<file path="src/rtl/button_conditioner_if.sv">
// Push-button bundle between the board pins and the service logic: raw in, conditioned out.
// Latency: none; this only carries signals.
// Backpressure: none; every output is a level or a single-cycle pulse.
interface button_conditioner_if #(
    parameter int N = 5
);
    logic [N-1:0] btn_raw;
    logic [N-1:0] btn_level;
    logic [N-1:0] btn_pulse;
    logic [N-1:0] btn_release;

    // The button source drives the raw pins and consumes the conditioned result.
    modport master (
        output btn_raw,
        input  btn_level,
        input  btn_pulse,
        input  btn_release
    );

    // The conditioner samples the raw pins and drives the conditioned result.
    modport slave (
        input  btn_raw,
        output btn_level,
        output btn_pulse,
        output btn_release
    );
endinterface

</file>
<file path="src/rtl/button_conditioner.sv">
// Per-channel 2-flop sync + debounce FSM producing level, press pulse and release pulse (optional BTN_AUTOREPEAT_EN).
// Latency: a change stable from before edge 1 shows on the registered outputs after edge DEBOUNCE_CYCLES+2.
// Backpressure: none; pulses last one cycle and are not held, so consumers must sample every clk cycle.
module button_conditioner #(
    parameter int N               = 5,
    parameter int DEBOUNCE_CYCLES = 1000000,
    parameter int REPEAT_DELAY    = 50000000,
    parameter int REPEAT_PERIOD   = 20000000
) (
    input  logic               clk,
    input  logic               resetn,
    button_conditioner_if.slave btn
);

    typedef enum logic [1:0] {
        RELEASED = 2'd0,
        ARM      = 2'd1,
        PRESSED  = 2'd2,
        DISARM   = 2'd3
    } state_t;

    localparam int            CW       = $clog2(DEBOUNCE_CYCLES + 1);
    localparam logic [CW-1:0] CNT_LAST = CW'(DEBOUNCE_CYCLES - 1);

    // Reject parameter sets the FSM cannot honour (a 1-sample debounce, or a
    // repeat period longer than the initial delay, which the reload scheme relies on).
    if (DEBOUNCE_CYCLES < 2 || REPEAT_PERIOD < 1 || REPEAT_PERIOD > REPEAT_DELAY) begin : g_bad_params
        $error("button_conditioner: illegal DEBOUNCE_CYCLES/REPEAT_DELAY/REPEAT_PERIOD");
    end

    logic [N-1:0]  sync1_q;
    logic [N-1:0]  sync_q;
    state_t        state_q [N];
    state_t        state_d [N];
    logic [CW-1:0] cnt_q   [N];
    logic [CW-1:0] cnt_d   [N];
    logic [N-1:0]  level_d;
    logic [N-1:0]  pulse_d;
    logic [N-1:0]  release_d;

`ifdef BTN_AUTOREPEAT_EN
    localparam int            RW         = $clog2(REPEAT_DELAY + 1);
    localparam logic [RW-1:0] RPT_LAST   = RW'(REPEAT_DELAY - 1);
    // Reloading to DELAY-PERIOD makes the next hit of RPT_LAST exactly PERIOD cycles later.
    localparam logic [RW-1:0] RPT_RELOAD = RW'(REPEAT_DELAY - REPEAT_PERIOD);

    logic [RW-1:0] rpt_q [N];
    logic [RW-1:0] rpt_d [N];
`endif

    // Two-flop synchronizer; only sync_q feeds the state machines.
    always_ff @(posedge clk or negedge resetn) begin
        if (!resetn) begin
            sync1_q <= '0;
            sync_q  <= '0;
        end else begin
            sync1_q <= btn.btn_raw;
            sync_q  <= sync1_q;
        end
    end

    // Debounce next-state, counter and edge-pulse decode for every channel.
    always_comb begin
        pulse_d   = '0;
        release_d = '0;
        level_d   = '0;
        for (int i = 0; i < N; i++) begin
            state_d[i] = state_q[i];
            cnt_d[i]   = cnt_q[i];
`ifdef BTN_AUTOREPEAT_EN
            rpt_d[i]   = rpt_q[i];
`endif
            case (state_q[i])
                RELEASED: begin
`ifdef BTN_AUTOREPEAT_EN
                    rpt_d[i] = '0;
`endif
                    if (sync_q[i]) begin
                        state_d[i] = ARM;
                        cnt_d[i]   = CW'(1);
                    end else begin
                        cnt_d[i]   = '0;
                    end
                end
                ARM: begin
`ifdef BTN_AUTOREPEAT_EN
                    rpt_d[i] = '0;
`endif
                    if (!sync_q[i]) begin
                        state_d[i] = RELEASED;
                        cnt_d[i]   = '0;
                    end else if (cnt_q[i] == CNT_LAST) begin
                        state_d[i] = PRESSED;
                        pulse_d[i] = 1'b1;
                    end else begin
                        cnt_d[i]   = cnt_q[i] + CW'(1);
                    end
                end
                PRESSED: begin
                    if (!sync_q[i]) begin
                        // Repeat count freezes while the release is being qualified.
                        state_d[i] = DISARM;
                        cnt_d[i]   = CW'(1);
                    end else begin
`ifdef BTN_AUTOREPEAT_EN
                        if (rpt_q[i] == RPT_LAST) begin
                            pulse_d[i] = 1'b1;
                            rpt_d[i]   = RPT_RELOAD;
                        end else begin
                            rpt_d[i]   = rpt_q[i] + RW'(1);
                        end
`endif
                    end
                end
                DISARM: begin
                    if (sync_q[i]) begin
                        state_d[i]   = PRESSED;
                    end else if (cnt_q[i] == CNT_LAST) begin
                        state_d[i]   = RELEASED;
                        cnt_d[i]     = '0;
                        release_d[i] = 1'b1;
`ifdef BTN_AUTOREPEAT_EN
                        rpt_d[i]     = '0;
`endif
                    end else begin
                        cnt_d[i]     = cnt_q[i] + CW'(1);
                    end
                end
                default: begin
                    state_d[i] = RELEASED;
                    cnt_d[i]   = '0;
                end
            endcase
            level_d[i] = (state_d[i] == PRESSED) || (state_d[i] == DISARM);
        end
    end

    // State, counters and registered outputs; reset drops every channel to RELEASED.
    always_ff @(posedge clk or negedge resetn) begin
        if (!resetn) begin
            for (int i = 0; i < N; i++) begin
                state_q[i] <= RELEASED;
                cnt_q[i]   <= '0;
`ifdef BTN_AUTOREPEAT_EN
                rpt_q[i]   <= '0;
`endif
            end
            btn.btn_level   <= '0;
            btn.btn_pulse   <= '0;
            btn.btn_release <= '0;
        end else begin
            for (int i = 0; i < N; i++) begin
                state_q[i] <= state_d[i];
                cnt_q[i]   <= cnt_d[i];
`ifdef BTN_AUTOREPEAT_EN
                rpt_q[i]   <= rpt_d[i];
`endif
            end
            btn.btn_level   <= level_d;
            btn.btn_pulse   <= pulse_d;
            btn.btn_release <= release_d;
        end
    end

endmodule

</file>
<file path="src/flat_wrapper.sv">
// flat-port wrapper written by rule: the top's interface ports become plain ports
module button_conditioner_flat 
#(
    parameter int N               = 5,
    parameter int DEBOUNCE_CYCLES = 1000000,
    parameter int REPEAT_DELAY    = 50000000,
    parameter int REPEAT_PERIOD   = 20000000
)
  (clk, resetn, btn_btn_raw, btn_btn_level, btn_btn_pulse, btn_btn_release);
  button_conditioner_if #(.N(N)) btn_i ();
  input  logic clk;
  input  logic resetn;
  input wire logic [$bits(btn_i.btn_raw)-1:0] btn_btn_raw;
  output wire logic [$bits(btn_i.btn_level)-1:0] btn_btn_level;
  output wire logic [$bits(btn_i.btn_pulse)-1:0] btn_btn_pulse;
  output wire logic [$bits(btn_i.btn_release)-1:0] btn_btn_release;
  assign btn_i.btn_raw = btn_btn_raw;
  assign btn_btn_level = btn_i.btn_level;
  assign btn_btn_pulse = btn_i.btn_pulse;
  assign btn_btn_release = btn_i.btn_release;
  button_conditioner #(.N(N), .DEBOUNCE_CYCLES(DEBOUNCE_CYCLES), .REPEAT_DELAY(REPEAT_DELAY), .REPEAT_PERIOD(REPEAT_PERIOD)) u_core (.clk(clk), .resetn(resetn), .btn(btn_i));
endmodule
</file>
<file path="config.mk">
export PLATFORM = sky130hd
export DESIGN_NAME = button_conditioner_flat
export DESIGN_NICKNAME = d
export VERILOG_FILES = /design/src/rtl/button_conditioner_if.sv /design/src/rtl/button_conditioner.sv /design/src/flat_wrapper.sv
export SDC_FILE = /design/constraint.sdc
export NUM_CORES = 1
export LEC_CHECK = 0
export CAP_MARGIN = 10
export CORE_MARGIN = 2
export CORE_UTILIZATION = 25
export DETAILED_ROUTE_END_ITERATION = 7
export PLACE_DENSITY = 0.41
export SLEW_MARGIN = 20
export SYNTH_ARGS = -nofsm -noshare
export SYNTH_HDL_FRONTEND = slang
export SYNTH_SLANG_ARGS = --single-unit
export TNS_END_PERCENT = 5
</file>
<file path="constraint.sdc">
create_clock -name clk -period 4.93 [get_ports clk]
set_input_delay 0.986 -clock clk [delete_from_list [all_inputs] [get_ports clk]]
set_output_delay 0.986 -clock clk [all_outputs]
set_load 0.03 [all_outputs]
</file>
After elaboration in Yosys (flattened, before gate mapping)
Cells that the tools add are included.

operators by class
  add/sub/neg operators = 5
  equal/unequal tests = 45
  multiplexer cells = 95
  reduce and logical (&&, ||, !) cells = 15

operators by type and width
  kind                   count
  $mux 20                25
  $pmux 20 s4            5
  $add 20x1->20 const B  5
  $eq 20x20->1 const B   5
  $mux 2                 30
  $eq 2x2->1 const B     20
  $pmux 2 s4             5
  $mux 1                 30
  $ne 2x2->1 const B     10
  $ne 3x3->1 const B     5
  $reduce_and 3->1       5
  $eq 2x1->1 const B     5
  $logic_not 2->1        5
  $logic_or 1x1->1       5

word-level totals
  bits in registers = 135
  output and inout bits = 15

Logic depth before layout (Yosys ltp)
  depth after elaboration = 6
  mapped depth = 8
  gate-level depth less buffers = 6

Worst setup path after synthesis
No wires, ideal clock.

  kind = register to register
  from = register u_core.cnt_q[27] in the netlist's numbering
  to = register u_core.cnt_q[27] in the netlist's numbering
  cell stages (with the launch flop) = 8
  buffers on the path = 2
  data required time = 4798 ps
  data arrival time = 2197 ps
  slack = 2600 ps
  clock period less this slack = 2330 ps
  cell sequence = dfrtp_1 -> buf_6 -> or4_1 -> or4_1 -> buf_6 -> or2_1 -> o21ai_2 -> nor2_1

between the ends
  longest elaborated chain between the ends = 4
  elaborated cells between the ends (all ways) = 9
  those cells by class = add/sub: 1; eq/ne: 2; mux: 5; reduce/logical: 1

ends and longest elaborated chain
  item                                                  line                                                 text
  start, declared                                       button_conditioner.sv:35                             logic [CW-1:0] cnt_q [N];
  start signal, assigned by index                       button_conditioner.sv:154                            cnt_q[i] <= cnt_d[i];
  $add 20x1->20 / $eq 20x20->1 (equally long branches)  --
  $mux 20, on equally long branches                     button_conditioner.sv:118, button_conditioner.sv:92
  $mux 20, on equally long branches                     button_conditioner.sv:116, button_conditioner.sv:89
  $pmux 20 s4                                           button_conditioner.sv:73                             case (state_q[i])

Several ways; a longest one is shown, not always the timed one. The select of a mux whose other input is x is not followed.
A chain may end at the register's enable or synchronous reset.

Worst setup path after layout
  from = register u_core.cnt_q[80] in the netlist's numbering
  to = register u_core.cnt_q[85] in the netlist's numbering

The elaborated chain is that of the path after synthesis.

==> flow_results.xml <==
<?xml version="1.0" encoding="UTF-8"?>
<metrics>
  <group name="final_layout">
    <metric name="layout.filler_cells" unit="">3326</metric>
    <metric name="drive_gt1_share" unit="%">7.45</metric>
    <metric name="fin_cells" unit="">1301</metric>
    <metric name="finalCoreUtilization" unit="%">28.6</metric>
    <metric name="diodes" unit="">0</metric>
    <metric name="syn_to_final_growth" unit="%">13.6</metric>
    <metric name="final_nets" unit="">898</metric>
  </group>
  <group name="floorplanning">
    <metric name="std_cell_rows" unit="">65</metric>
    <metric name="chipHeight" unit="um">182</metric>
    <metric name="pin_count" unit="">22</metric>
    <metric name="die_area" unit="mm^2">0.0331</metric>
    <metric name="initial_core_util" unit="%">25.2</metric>
    <metric name="floorplan.core_area" unit="mm^2">0.0314</metric>
    <metric name="die_width" unit="um">182</metric>
  </group>
  <group name="setup_path">
    <metric name="crit_path_start_kind" unit="">flop</metric>
    <metric name="cp_data_required_time" unit="ps">5260</metric>
    <metric name="arrival" unit="ps">3130</metric>
    <metric name="path_max_fanout" unit="">10</metric>
    <metric name="timing_worst_setup_path_type" unit="">reg2reg</metric>
    <metric name="critical_path.endpoint_type" unit="">flop</metric>
  </group>
  <group name="drt">
    <metric name="route.detailed.drc" unit="">0</metric>
    <metric name="wirelength" unit="mm">20.1</metric>
    <metric name="detail_route.wl_per_cell" unit="um">15.5</metric>
    <metric name="drt_first_pass_iters" unit="">4</metric>
    <metric name="drtAntennaViolNets" unit="">0</metric>
    <metric name="drt_iter0_drc" unit="">425</metric>
    <metric name="post_drt_via_cell_ratio" unit="">5.15</metric>
    <metric name="routed-via-count" unit="">6696</metric>
  </group>
  <group name="synth">
    <metric name="synthesis.area_per_instance" unit="um^2">8.80</metric>
    <metric name="synth-main-ff-cell" unit="">sky130_fd_sc_hd__dfrtp_1</metric>
    <metric name="synth.top_cells.by_count" unit="">135 x sky130_fd_sc_hd__dfrtp_1, 83 x sky130_fd_sc_hd__nand2_1, 60 x sky130_fd_sc_hd__nor2_1</metric>
    <metric name="syn-instance-count" unit="">900</metric>
    <metric name="postSynth.asyncResetShare" unit="%">100</metric>
    <metric name="synth_top_cells_by_area" unit="">sky130_fd_sc_hd__dfrtp_1 43%, sky130_fd_sc_hd__nand2_1 3.9%, sky130_fd_sc_hd__nand3_1 3.3%</metric>
    <metric name="synth.ff_latch_count" unit="">135</metric>
    <metric name="post_synthesis_sequential_area_ratio" unit="%">42.7</metric>
    <metric name="yosysWarningCount" unit="">0</metric>
    <metric name="post-synth-top-count-cell" unit="">sky130_fd_sc_hd__dfrtp_1</metric>
    <metric name="synthDistinctLibCells" unit="">76</metric>
    <metric name="synth_fp_nets" unit="">912</metric>
    <metric name="synthDominantAreaCellType" unit="">sky130_fd_sc_hd__dfrtp_1</metric>
    <metric name="netlist_area" unit="mm^2">0.00792</metric>
    <metric name="yosysTopAreaCellShare" unit="%">42.7</metric>
    <metric name="synth_edf_count" unit="">0</metric>
  </group>
  <group name="place">
    <metric name="dp_hpwl" unit="mm">13.1</metric>
    <metric name="placed_cells" unit="">1269</metric>
    <metric name="gp_congestion" unit="">0.752</metric>
    <metric name="buffer_ports.inserted" unit="">21</metric>
    <metric name="pre_cts_ws" unit="ps">2150</metric>
  </group>
  <group name="timing">
    <metric name="max_slew_margin_vs_limit" unit="%">41.1</metric>
    <metric name="hold_slack" unit="ps">347</metric>
    <metric name="layout_worst_path_cycle_share" unit="%">56.7</metric>
    <metric name="period_minus_slack" unit="ps">2800</metric>
    <metric name="totalNegativeSetupSlack" unit="ps">0</metric>
    <metric name="drv_slew" unit="">0</metric>
    <metric name="max_slew.worst_pin.slew" unit="ps">876</metric>
    <metric name="rsz0062_at_grt" unit="">false</metric>
    <metric name="final_critical_path_setup_slack" unit="ps">2130</metric>
    <metric name="final_hold_viol_count" unit="">0</metric>
    <metric name="timing.clock.skew" unit="ps">6.42</metric>
    <metric name="timing.fmax" unit="GHz">0.357</metric>
    <metric name="setup-violations-final" unit="">0</metric>
  </group>
  <group name="clock_network">
    <metric name="h-tree-depth" unit="">4</metric>
    <metric name="cts_hold_buf" unit="">0</metric>
    <metric name="tritoncts" unit="">done</metric>
    <metric name="clock_latency" unit="ps">430</metric>
    <metric name="clkSinkCount" unit="">135</metric>
    <metric name="cts_repair_resize_count" unit="">0</metric>
    <metric name="clock-root-buffer" unit="">sky130_fd_sc_hd__clkbuf_16</metric>
    <metric name="cts_post_setup_buffers_inserted" unit="">0</metric>
    <metric name="cts_made_buffers" unit="">17</metric>
    <metric name="clk_pin_slew_worst_paths" unit="ps">60</metric>
    <metric name="cts_buffer_depth" unit="">2</metric>
  </group>
  <group name="status">
    <metric name="result_of_the_run" unit="">completed</metric>
  </group>
  <group name="pwr">
    <metric name="power_per_cell_area" unit="mW/mm^2">276</metric>
    <metric name="p_leak" unit="uW">0.00327</metric>
    <metric name="vdd_drop_max" unit="V">0.000246</metric>
  </group>
  <group name="global_route">
    <metric name="globalRouteTotalUtil" unit="%">12.8</metric>
    <metric name="grt_start_max_net_pins" unit="">86</metric>
    <metric name="via_count_of_the_first_global_routing_pass" unit="">6597</metric>
    <metric name="first_pass_grt_wire_length" unit="mm">34.6</metric>
    <metric name="antenna_found_initial" unit="">0</metric>
    <metric name="grt.overflow.total" unit="">0</metric>
  </group>
  <group name="min_path">
    <metric name="worstHoldPathType" unit="">reg2reg</metric>
  </group>
  <group name="flow_run">
    <metric name="cap_violations" unit="">0</metric>
  </group>
</metrics>
-- state kept, by name (all words and copies together) (netlist names) --
register / flops
u_core.btn.btn_level: 5
u_core.btn.btn_pulse: 5
u_core.btn.btn_release: 5
u_core.cnt_q: 100
u_core.state_q: 10
u_core.sync1_q: 5
u_core.sync_q: 5
-- layer usage --
layer,track usage [%],routed length (um),vias to the layer above
li1,-,-,3345
met1,17.4,10000,3249
met2,20.3,9350,92
met3,2.93,534,10
met4,3.68,203,0
met5,0,0,-
-- final cells by class --
class                           instances  area [um^2]  area share [%]
Multi-Input combinational cell        680         4200            46.7
Clock inverter                         13          123            1.36
Inverter                               27          101            1.13
Tap cell                              402          503            5.59
Sequential cell                       135         3380            37.6
Timing Repair Buffer                   25          241            2.69
Clock buffer                           19          443            4.92
-- power breakdown --
| group | switching [uW] | total (uW) | internal [uW] |
|---|---|---|---|
| Sequential | 28.9 | 1150 | 1120 |
| Combinational | 59.7 | 91.6 | 31.9 |
| Clock | 534 | 1240 | 710 |
| Total | 622 | 2480 | 1860 |
-- cell usage in the layout (no fill, tap or decap), types with 4 or more instances in the layout --
master and count:
sky130_fd_sc_hd__nand4_1 29, sky130_fd_sc_hd__nand3_1 53, sky130_fd_sc_hd__o2111ai_1 6, sky130_fd_sc_hd__and3_1 20, sky130_fd_sc_hd__buf_4 4, sky130_fd_sc_hd__or4_1 18
sky130_fd_sc_hd__mux2_2 12, sky130_fd_sc_hd__xnor2_1 24, sky130_fd_sc_hd__nand2_1 83, sky130_fd_sc_hd__a211oi_1 9, sky130_fd_sc_hd__a31oi_1 9, sky130_fd_sc_hd__o211ai_1 12
sky130_fd_sc_hd__nand3b_1 4, sky130_fd_sc_hd__nand4b_1 5, sky130_fd_sc_hd__nor3_1 30, sky130_fd_sc_hd__nor4_1 19, sky130_fd_sc_hd__mux2i_1 6, sky130_fd_sc_hd__o31ai_1 15
sky130_fd_sc_hd__ha_1 5, sky130_fd_sc_hd__nand2b_1 6, sky130_fd_sc_hd__a32oi_1 7, sky130_fd_sc_hd__clkdlybuf4s50_1 20, sky130_fd_sc_hd__nor2_1 60, sky130_fd_sc_hd__o22ai_1 16
sky130_fd_sc_hd__nor4b_1 13, sky130_fd_sc_hd__xor2_1 9, sky130_fd_sc_hd__dfrtp_1 135, sky130_fd_sc_hd__or4b_2 4, sky130_fd_sc_hd__or3_1 16, sky130_fd_sc_hd__nor2b_1 10
sky130_fd_sc_hd__clkbuf_16 17, sky130_fd_sc_hd__inv_1 27, sky130_fd_sc_hd__a21o_1 4, sky130_fd_sc_hd__and2_1 11, sky130_fd_sc_hd__a21oi_1 52, sky130_fd_sc_hd__clkinvlp_4 7
sky130_fd_sc_hd__or2_2 6, sky130_fd_sc_hd__nor3b_1 6, sky130_fd_sc_hd__o21ai_0 49
-- worst paths after layout --
kind | from | to | slack, ps | cells past startpoint
hold reg to reg | u_core.sync1_q[3] | u_core.sync_q[3] | 350 | 0
setup / recovery | u_core.cnt_q[80] | u_core.cnt_q[85] | 2130 | 7
min in group asynchronous | resetn | u_core.cnt_q[65] | 620 | 1
hold / removal | u_core.sync1_q[3] | u_core.sync_q[3] | 350 | 0
max in group asynchronous | resetn | u_core.cnt_q[18] | 3380 | 2
setup reg to reg | u_core.cnt_q[80] | u_core.cnt_q[85] | 2130 | 7
-- worst max-delay path, stage by stage, from the launching register on --
cell                       delay (ps)
sky130_fd_sc_hd__dfrtp_1          430
sky130_fd_sc_hd__ha_1             250
sky130_fd_sc_hd__nand4_1          230
sky130_fd_sc_hd__or3_1            430
sky130_fd_sc_hd__nor4_2           800
sky130_fd_sc_hd__buf_4            300
sky130_fd_sc_hd__a211oi_1          70
sky130_fd_sc_hd__o22ai_1          190
-- cell families after synthesis --
| logic type | synth area share, % |
|---|---|
| flip-flops | 42.7 |
| multiplexers | 2.46 |
| AO/OA/AOI/OAI | 17.9 |
| adder cells (fa/ha/maj) | 1.04 |
| AND/OR/NAND/NOR | 28.0 |
| XOR/XNOR | 3.65 |
| buffers and inverters | 4.27 |
-- through the flow --
stage	total power, uW	instance area [um^2]
after global routing	2600	8990
after CTS	2540	8990
after detailed placement	1260	8430
final	2480	8990
after floorplan	1210	7920
after global placement	1260	8430
No activity file was read; power rests on OpenSTA's default activity.
